$ cat src/rtl/muldiv_unit.sv
// muldiv_unit: iterative RV32M multiply/divide unit (shift-add / restoring divide).
// Fixed latency of 34 edges from start acceptance to done.
// Optional build macro MULDIV_EARLY_OUT_EN: trivially-known results (multiply by
// zero, divide by zero, signed overflow) skip the iteration and finish after 2 edges.
module muldiv_unit #(
  parameter int XLEN  = 32,
  parameter int CNT_W = 6
) (
  input  logic            clk,
  input  logic            reset,
  input  logic            start,
  input  logic [2:0]      funct3,
  input  logic [XLEN-1:0] rs1_val,
  input  logic [XLEN-1:0] rs2_val,
  input  logic [4:0]      rd_in,
  input  logic            kill,
  output logic            busy,
  output logic            done,
  output logic [XLEN-1:0] result,
  output logic [4:0]      rd_out
);

  typedef enum logic [1:0] {S_IDLE, S_CALC, S_FIN} state_t;

  localparam logic [CNT_W-1:0] CNT_LAST = CNT_W'(XLEN - 1);

  state_t            state_q;
  logic [2:0]        op_q;
  logic [CNT_W-1:0]  cnt_q;
  logic [2*XLEN-1:0] acc_q;     // mul: {partial hi, multiplier}; div: {remainder, dividend/quotient}
  logic [XLEN-1:0]   opnd_q;    // mul: |A| added per step; div: |B| subtracted per step
  logic              neg_q;     // product / quotient must be negated
  logic              rneg_q;    // remainder takes dividend sign
  logic              bzero_q;
  logic [4:0]        rd_q;
  logic              busy_q;
  logic              done_q;
  logic [XLEN-1:0]   result_q;
  logic [4:0]        rd_out_q;

  logic              a_signed, b_signed, a_neg, b_neg, b_zero, early_d;
  logic [XLEN-1:0]   a_mag, b_mag, opnd_init_d;
  logic [2*XLEN-1:0] acc_init_d;

  // Operand intake: magnitudes, sign flags and the initial accumulator.
  always_comb begin
    a_signed    = (funct3 == 3'b001) || (funct3 == 3'b010) ||
                  (funct3 == 3'b100) || (funct3 == 3'b110);
    b_signed    = (funct3 == 3'b001) || (funct3 == 3'b100) || (funct3 == 3'b110);
    a_neg       = a_signed && rs1_val[XLEN-1];
    b_neg       = b_signed && rs2_val[XLEN-1];
    a_mag       = a_neg ? -rs1_val : rs1_val;
    b_mag       = b_neg ? -rs2_val : rs2_val;
    b_zero      = (rs2_val == '0);
    opnd_init_d = funct3[2] ? b_mag : a_mag;
    acc_init_d  = funct3[2] ? {{XLEN{1'b0}}, a_mag} : {{XLEN{1'b0}}, b_mag};
    early_d     = 1'b0;
`ifdef MULDIV_EARLY_OUT_EN
    // Preload the accumulator with the magnitude-form answer; FIN fixup is shared.
    if (funct3[2]) begin
      if (b_zero) begin
        early_d    = 1'b1;
        acc_init_d = {a_mag, {XLEN{1'b1}}};
      end else if (!funct3[0] && (rs1_val == {1'b1, {(XLEN-1){1'b0}}}) &&
                   (rs2_val == {XLEN{1'b1}})) begin
        early_d    = 1'b1;
        acc_init_d = {{XLEN{1'b0}}, a_mag};
      end
    end else if (b_zero || (rs1_val == '0)) begin
      early_d    = 1'b1;
      acc_init_d = '0;
    end
`endif
  end

  logic [XLEN:0]     mul_sum;
  logic [XLEN:0]     div_sh;
  logic              div_ge;
  logic [XLEN-1:0]   div_sub;
  logic [2*XLEN-1:0] acc_step;

  // One iteration: shift-add for multiply, restoring shift-subtract for divide.
  always_comb begin
    mul_sum  = {1'b0, acc_q[2*XLEN-1:XLEN]} + (acc_q[0] ? {1'b0, opnd_q} : '0);
    div_sh   = {acc_q[2*XLEN-1:XLEN], acc_q[XLEN-1]};
    div_ge   = (div_sh >= {1'b0, opnd_q});
    // When div_ge holds the true difference is below |B|, so modulo-2^XLEN is exact.
    div_sub  = div_sh[XLEN-1:0] - opnd_q;
    acc_step = op_q[2] ? {(div_ge ? div_sub : div_sh[XLEN-1:0]), acc_q[XLEN-2:0], div_ge}
                       : {mul_sum, acc_q[XLEN-1:1]};
  end

  logic [2*XLEN-1:0] prod_fix;
  logic [XLEN-1:0]   quot_fix, rem_fix, fin_d;

  // Sign correction and result select; divide-by-zero quotient forced to all ones.
  always_comb begin
    prod_fix = neg_q ? -acc_q : acc_q;
    quot_fix = bzero_q ? {XLEN{1'b1}}
                       : (neg_q ? -acc_q[XLEN-1:0] : acc_q[XLEN-1:0]);
    rem_fix  = rneg_q ? -acc_q[2*XLEN-1:XLEN] : acc_q[2*XLEN-1:XLEN];
    case (op_q)
      3'b000:                 fin_d = prod_fix[XLEN-1:0];
      3'b001, 3'b010, 3'b011: fin_d = prod_fix[2*XLEN-1:XLEN];
      3'b100, 3'b101:         fin_d = quot_fix;
      default:                fin_d = rem_fix;
    endcase
  end

  // Control FSM with registered busy/done/result/rd_out.
  always_ff @(posedge clk or posedge reset) begin
    if (reset) begin
      state_q  <= S_IDLE;
      op_q     <= '0;
      cnt_q    <= '0;
      acc_q    <= '0;
      opnd_q   <= '0;
      neg_q    <= 1'b0;
      rneg_q   <= 1'b0;
      bzero_q  <= 1'b0;
      rd_q     <= '0;
      busy_q   <= 1'b0;
      done_q   <= 1'b0;
      result_q <= '0;
      rd_out_q <= '0;
    end else begin
      done_q <= 1'b0;
      case (state_q)
        S_IDLE: begin
          if (start && !kill) begin
            op_q    <= funct3;
            rd_q    <= rd_in;
            acc_q   <= acc_init_d;
            opnd_q  <= opnd_init_d;
            neg_q   <= a_neg ^ b_neg;
            rneg_q  <= a_neg;
            bzero_q <= b_zero;
            cnt_q   <= '0;
            busy_q  <= 1'b1;
            state_q <= early_d ? S_FIN : S_CALC;
          end
        end
        S_CALC: begin
          if (kill) begin
            busy_q  <= 1'b0;
            state_q <= S_IDLE;
          end else begin
            acc_q <= acc_step;
            cnt_q <= cnt_q + 1'b1;
            if (cnt_q == CNT_LAST) state_q <= S_FIN;
          end
        end
        S_FIN: begin
          busy_q  <= 1'b0;
          state_q <= S_IDLE;
          if (!kill) begin
            result_q <= fin_d;
            rd_out_q <= rd_q;
            done_q   <= 1'b1;
          end
        end
        default: begin
          busy_q  <= 1'b0;
          state_q <= S_IDLE;
        end
      endcase
    end
  end

  assign busy   = busy_q;
  assign done   = done_q;
  assign result = result_q;
  assign rd_out = rd_out_q;

endmodule
$ cat config.mk
export PLATFORM = sky130hd
export DESIGN_NAME = muldiv_unit
export DESIGN_NICKNAME = d
export VERILOG_FILES = /design/src/rtl/muldiv_unit.sv
export SDC_FILE = /design/constraint.sdc
export NUM_CORES = 1
export LEC_CHECK = 0
export BUFFER_PORTS_ARGS = -buffer_cell sky130_fd_sc_hd__buf_2
export CORE_MARGIN = 3
export CORE_UTILIZATION = 35
export DETAILED_ROUTE_END_ITERATION = 8
export GPL_TIMING_DRIVEN = 0
export PLACE_DENSITY = 0.6
export SETUP_SLACK_MARGIN = 0.5
export SLEW_MARGIN = 20
export SYNTH_ARGS = -nofsm -noshare
export SYNTH_HDL_FRONTEND = slang
export SYNTH_SLANG_ARGS = --single-unit
$ cat constraint.sdc
create_clock -name clk -period 4.9 [get_ports clk]
set_input_delay 0.49 -clock clk [delete_from_list [all_inputs] [get_ports clk]]
set_output_delay 0.49 -clock clk [all_outputs]
set_load 0.01 [all_outputs]
; Yosys cells after proc, flatten, opt, wreduce, memory -nomap -nowiden
; Index checks and enable logic that the tools add are counted.
[op_classes]
n_reduce_logical = 20
mux = 27
eq_ne = 16
n_lt_le_gt_ge = 1
bitwise_logic = 2
add_sub_neg = 8
[ops]
columns = operator, n
row1 = $mux 32, 9
row2 = $mux 64, 4
row3 = $neg 32->32, 4
row4 = $pmux 64 s2, 1
row5 = $pmux 32 s3, 1
row6 = $neg 64->64, 1
row7 = $add 32x32->33, 1
row8 = $ge 33x32->1, 1
row9 = $logic_not 32->1, 1
row10 = $sub 32x32->32, 1
row11 = $eq 3x3->1 const B, 4
row12 = $mux 6, 2
row13 = $pmux 6 s2, 1
row14 = $eq 3x2->1 const B, 3
row15 = $reduce_and 2->1, 4
row16 = $add 6x1->6 const B, 1
row17 = $eq 3x1->1 const B, 2
row18 = $eq 6x5->1 const B, 1
row19 = $mux 2, 3
row20 = $ne 2x2->1 const B, 3
row21 = $logic_or 1x1->1, 5
row22 = $mux 1, 4
row23 = $pmux 2 s2, 1
row24 = $logic_and 1x1->1, 3
row25 = other kinds (13), 13
[word_totals]
register_bits = 154
output_inout_bits = 39
wordCells = 87

; Logic depth before layout (Yosys ltp)
[depth]
ltp_word = 9
depth_mapped = 15

; Worst setup path after synthesis
; Ideal clock, no wire load.
[synth_path]
path_kind = reg-to-reg
start = register acc_q[0]
end = register acc_q[57]
required_ns = 4.779
arrival_time_ns = 3.232
path_buffers = 3
path_stages_with_launch = 16
setup_slack_ns = 1.547
path_cell_list = dfrtp_1 clkbuf_1 inv_1 clkbuf_1 nor2_1 ha_1 clkbuf_1 a21oi_1 o21ai_0 a221o_1 or3_1 a21oi_1 o21bai_1 a311oi_1 mux2i_1 a22o_1
[synth_via]
elab_chain_cells = 5
[synth_lines]
columns = item, line
row1 = start: declaration, 30  ; logic [2*XLEN-1:0] acc_q;
row2 = start signal: assignment, 133  ; acc_q <= acc_init_d;
row3 = start signal: assignment, 148  ; acc_q <= acc_step;
row4 = $mux 32, 84  ; mul_sum = {1'b0, acc_q[2*XLEN-1:XLEN]} + (acc_q[0] ? {1'b0, opnd_q} : '0);
row5 = $add 32x32->33, 84
row6 = $mux 64, 89  ; acc_step = op_q[2] ? {(div_ge ? div_sub : div_sh[XLEN-1:0]), acc_q[XLEN-2:0], div_ge}
row7 = $mux 64, 144  ; if (kill) begin
row8 = $pmux 64 s2, 128  ; case (state_q)
; No other way between the ends. The select of a mux whose other input is x is not followed.
; A chain may end at the register's enable or synchronous reset.

; Final worst setup path
[layout_path]
start = register acc_q[31]
end = register acc_q[39]
[layout_via]
elab_chain_cells = 5
elab_cells_between_ends = 6
classes_between = add/sub (1) / order compare (1) / mux (4)
[layout_lines]
columns = item, line
row1 = $sub 32x32->32 or $ge 33x32->1 (tied branches), "88, 86"
row2 = $mux 32 (*), 89
row3 = $mux 64 (*), 89
row4 = $mux 64 (*), 144
row5 = $pmux 64 s2 (*), 128
; Every way passes the cells marked *; elsewhere a longest branch is shown, timed or not. The select of a mux whose other input is x is not followed.

==> impl_metrics.py <==
metrics = {
    "hold_path": {
        "hp-class": "input port to async pin",
    },
    "setup_path": {
        "cp-start-kind": "flip-flop",
        "r2r_start": "acc_q[31]$_DFFE_PP0P_",
        "crit_path_start": "acc_q[31]$_DFFE_PP0P_",
        "required_ns": 5.21,
        "critPathKind": "flip-flop to flip-flop",
        "worst_setup_path_end_kind": "flip-flop",
        "crit_arrival_ns": 4.55,
        "worstPathMaxFanout": 10,
    },
    "placed_design": {
        "placedCellCount": 2647,
        "pre_cts_slack_ns": 0.226,
        "gp_congestion": 0.961,
        "port_buffers": 113,
        "place_hpwl_um": 48700,
    },
    "sta": {
        "fin_crit_sh": 0.867,
        "final.setup.tns_ns": 0,
        "max_slew_margin": 0.299,
        "fin_crit_ns": 4.25,
        "hold_viol": 0,
        "slew_viol_final": 0,
        "worstMarginPinSlew_ns": 1.05,
        "setup_violations": 0,
        "layout_setup_ws_ns": 0.653,
        "rsz0062_at_grt": "true",
        "timing.hold.ws_ns": 0.0213,
        "finalClockSkew_ns": 0.0122,
        "fmaxAchievable_mhz": 235,
    },
    "detailed_routing": {
        "post_drt_wl_per_cell_um": 22.8,
        "vias": 15900,
        "vias_per_cell": 5.92,
        "routed_wl_um": 61100,
        "drt_pre_antenna_iters": 5,
        "drtAntennaViolNets": 0,
        "drc": 0,
        "drt_iter0_markers": 1531,
    },
    "floorplanning": {
        "pin_count": 115,
        "core_mm2": 0.0414,
        "rows": 74,
        "die-height_um": 212,
        "dieWidth_um": 212,
        "start_util": 0.359,
        "die_area_mm2": 0.0450,
    },
    "power": {
        "power_frac_seq": 0.216,
        "power_density_mw_per_mm2": 518,
        "combPwrFrac": 0.616,
        "power_frac_clock": 0.168,
        "switchingPower_mw": 4.43,
        "peakVddDrop_mv": 0.214,
        "p_int_mw": 4.29,
        "p_leak_nw": 7.30,
        "switching_share": 0.508,
    },
    "clock_tree": {
        "holdBufCountCts": 0,
        "cts_max_path_buffers": 2,
        "cts_made_buffers": 17,
        "clk_pin_slew_worst_paths_ns": 0.07,
        "clk_latency_ns": 0.46,
        "clock_sinks": 154,
        "cts_setup_buffers": 0,
        "cts_root_buffer": "clkbuf_16",
        "h-tree-depth": 4,
        "cts_tree": "yes",
    },
    "yosys": {
        "synth_flop_cell": "dfrtp_1",
        "ys_warn_count": 0,
        "netlist_instances": 1997,
        "ys_async_sr_fraction": 1.00,
        "synth_area_mm2": 0.0149,
        "synth_cell_types": 82,
        "ys_ff_latch": 154,
        "syn_avg_cell_area_um2": 7.44,
        "synth-edff-count": 0,
        "synth_fp_nets": 2144,
        "ys_seq_area_frac": 0.259,
    },
    "final_layout": {
        "drive_above_1_share": 0.0862,
        "nets": 2281,
        "areaGrowthSynthToFinish_pct": 13.4,
        "layout_commonest_cell": "nand2_1",
        "diodes": 0,
        "final_cell_count_no_fill": 2679,
        "mostFrequentLayoutCells": "nand2_1 (263), nor2_1 (213), a21oi_1 (183)",
        "final_core_util": 0.407,
    },
    "global_routing": {
        "use_met3": 0.0345,
        "grt_busiest_layer": "met2",
        "grt_pass1_wl_um": 92000,
        "met1_usage": 0.383,
        "grt.total_usage": 0.269,
        "grt_max_degree": 35,
        "use_met2": 0.417,
        "grt-ovfl-total": 0,
        "antenna_found_initial": 0,
        "grt_pass1_vias": 15100,
    },
    "status": {
        "status": "finished, final reports clean",
    },
    "job": {
        "drv_cap": 0,
    },
}
## logic make-up (layout without fill, tap and decap cells)
| family | after synthesis | in the layout | share of synthesized area |
|---|---|---|---|
| simple gates | 669 | 669 | 0.206 |
| compound gates | 620 | 620 | 0.259 |
| buf+inv | 228 | 378 | 0.0585 |
| xor+xnor | 191 | 191 | 0.113 |
| flops | 154 | 154 | 0.259 |
| fa+ha+maj | 71 | 71 | 0.0608 |
| mux | 64 | 64 | 0.0435 |
## critical path, stage by stage, from the launching register on
cell and delay [ns]:
dfrtp_1 0.32, clkbuf_1 0.46, inv_1 0.10, ha_1 0.23, nand2b_1 0.16, a211oi_1 0.43
o2111ai_1 0.20, a211oi_1 0.34, o31ai_1 0.17, nand2_1 0.23, buf_1 0.57, buf_2 0.46
mux2i_1 0.31, o21ai_0 0.11
## power by group through the flow
| stage | sequential [mW] | combinational, mW | clock, mW |
|---|---|---|---|
| after floorplan | 1.74 | 3.78 | 0 |
| after global placement | 1.88 | 5.15 | 0 |
| after detailed placement | 1.89 | 5.17 | 0 |
| after CTS | 1.87 | 5.21 | 1.48 |
| after global routing | 1.91 | 5.84 | 1.54 |
| final | 1.89 | 5.37 | 1.47 |
## worst paths after layout
check	to	slack (ns)	cells after the start
max	acc_q[39]$_DFFE_PP0P_	0.65	13
min	result[23]$_DFFE_PP0P_	0.02	2
max reg2reg	acc_q[39]$_DFFE_PP0P_	0.65	13
min reg2reg	rd_out[3]$_DFFE_PP0P_	0.47	2
max in group asynchronous	acc_q[36]$_DFFE_PP0P_	3.91	5
min in group clk	rd_q[0]$_DFFE_PP0P_	0.22	3
## synthesized netlist by cell type (7+ instances only)
library cell | instances | area [µm²]
a211oi_1 | 14 | 105
a21o_1 | 23 | 173
a21oi_1 | 183 | 916
a221oi_1 | 12 | 105
a22o_1 | 13 | 114
a22oi_1 | 18 | 135
a31oi_1 | 29 | 181
and2_1 | 8 | 50.1
and3_1 | 11 | 68.8
buf_1 | 9 | 33.8
clkbuf_1 | 125 | 469
dfrtp_1 | 154 | 3850
ha_1 | 69 | 863
inv_1 | 88 | 330
mux2i_1 | 59 | 591
nand2_1 | 263 | 987
nand2b_1 | 11 | 68.8
nand3_1 | 24 | 120
nand4_1 | 16 | 100
nor2_1 | 213 | 800
nor2b_1 | 8 | 50.1
nor3_1 | 36 | 180
nor4_1 | 8 | 50.1
o211ai_1 | 19 | 143
o21a_1 | 10 | 75.1
o21ai_0 | 124 | 621
o21ai_1 | 52 | 260
o21bai_1 | 8 | 60.1
o221ai_1 | 7 | 61.3
o22ai_1 | 14 | 87.6
o31ai_1 | 32 | 240
o41ai_1 | 10 | 87.6
or3_1 | 22 | 138
or4_1 | 18 | 135
xnor2_1 | 123 | 1080
xor2_1 | 68 | 596
## state kept, by name (all words and copies together) (netlist names)
register	cells
rd_out	5
done	1
op_q	3
acc_q	64
neg_q	1
cnt_q	6
rneg_q	1
state_q	2
rd_q	5
result	32
bzero_q	1
busy	1
opnd_q	32
## metrics by stage
stage,power [mW],area (µm²)
global route,9.29,16800
floorplan,5.52,14900
detailed placement,7.07,16200
CTS,8.56,16800
global placement,7.04,16100
finish,8.72,16800
## cell type report
type / instances / area, µm²
fillers: 4298 / 24500
plain buffers: 140 / 543
clock buffers: 19 / 453
flip-flops and latches: 154 / 3850
clock inverters: 13 / 179
well taps: 532 / 666
multi-input cells: 1615 / 10100
repair buffers: 118 / 666
inverters: 88 / 334
## layer usage
metal	wire length, µm	vias up
li1	-	7386
met1	27500	7622
met2	26700	734
met3	4680	109
met4	2270	0
met5	0	-
## timing repair
action,CTS,global route
cloned,0,0
gates resized for setup,3,4
hold endpoints to repair,0,0
endpoints found under the setup margin,9,5
Note: power is estimated with default switching activity, not from simulation.
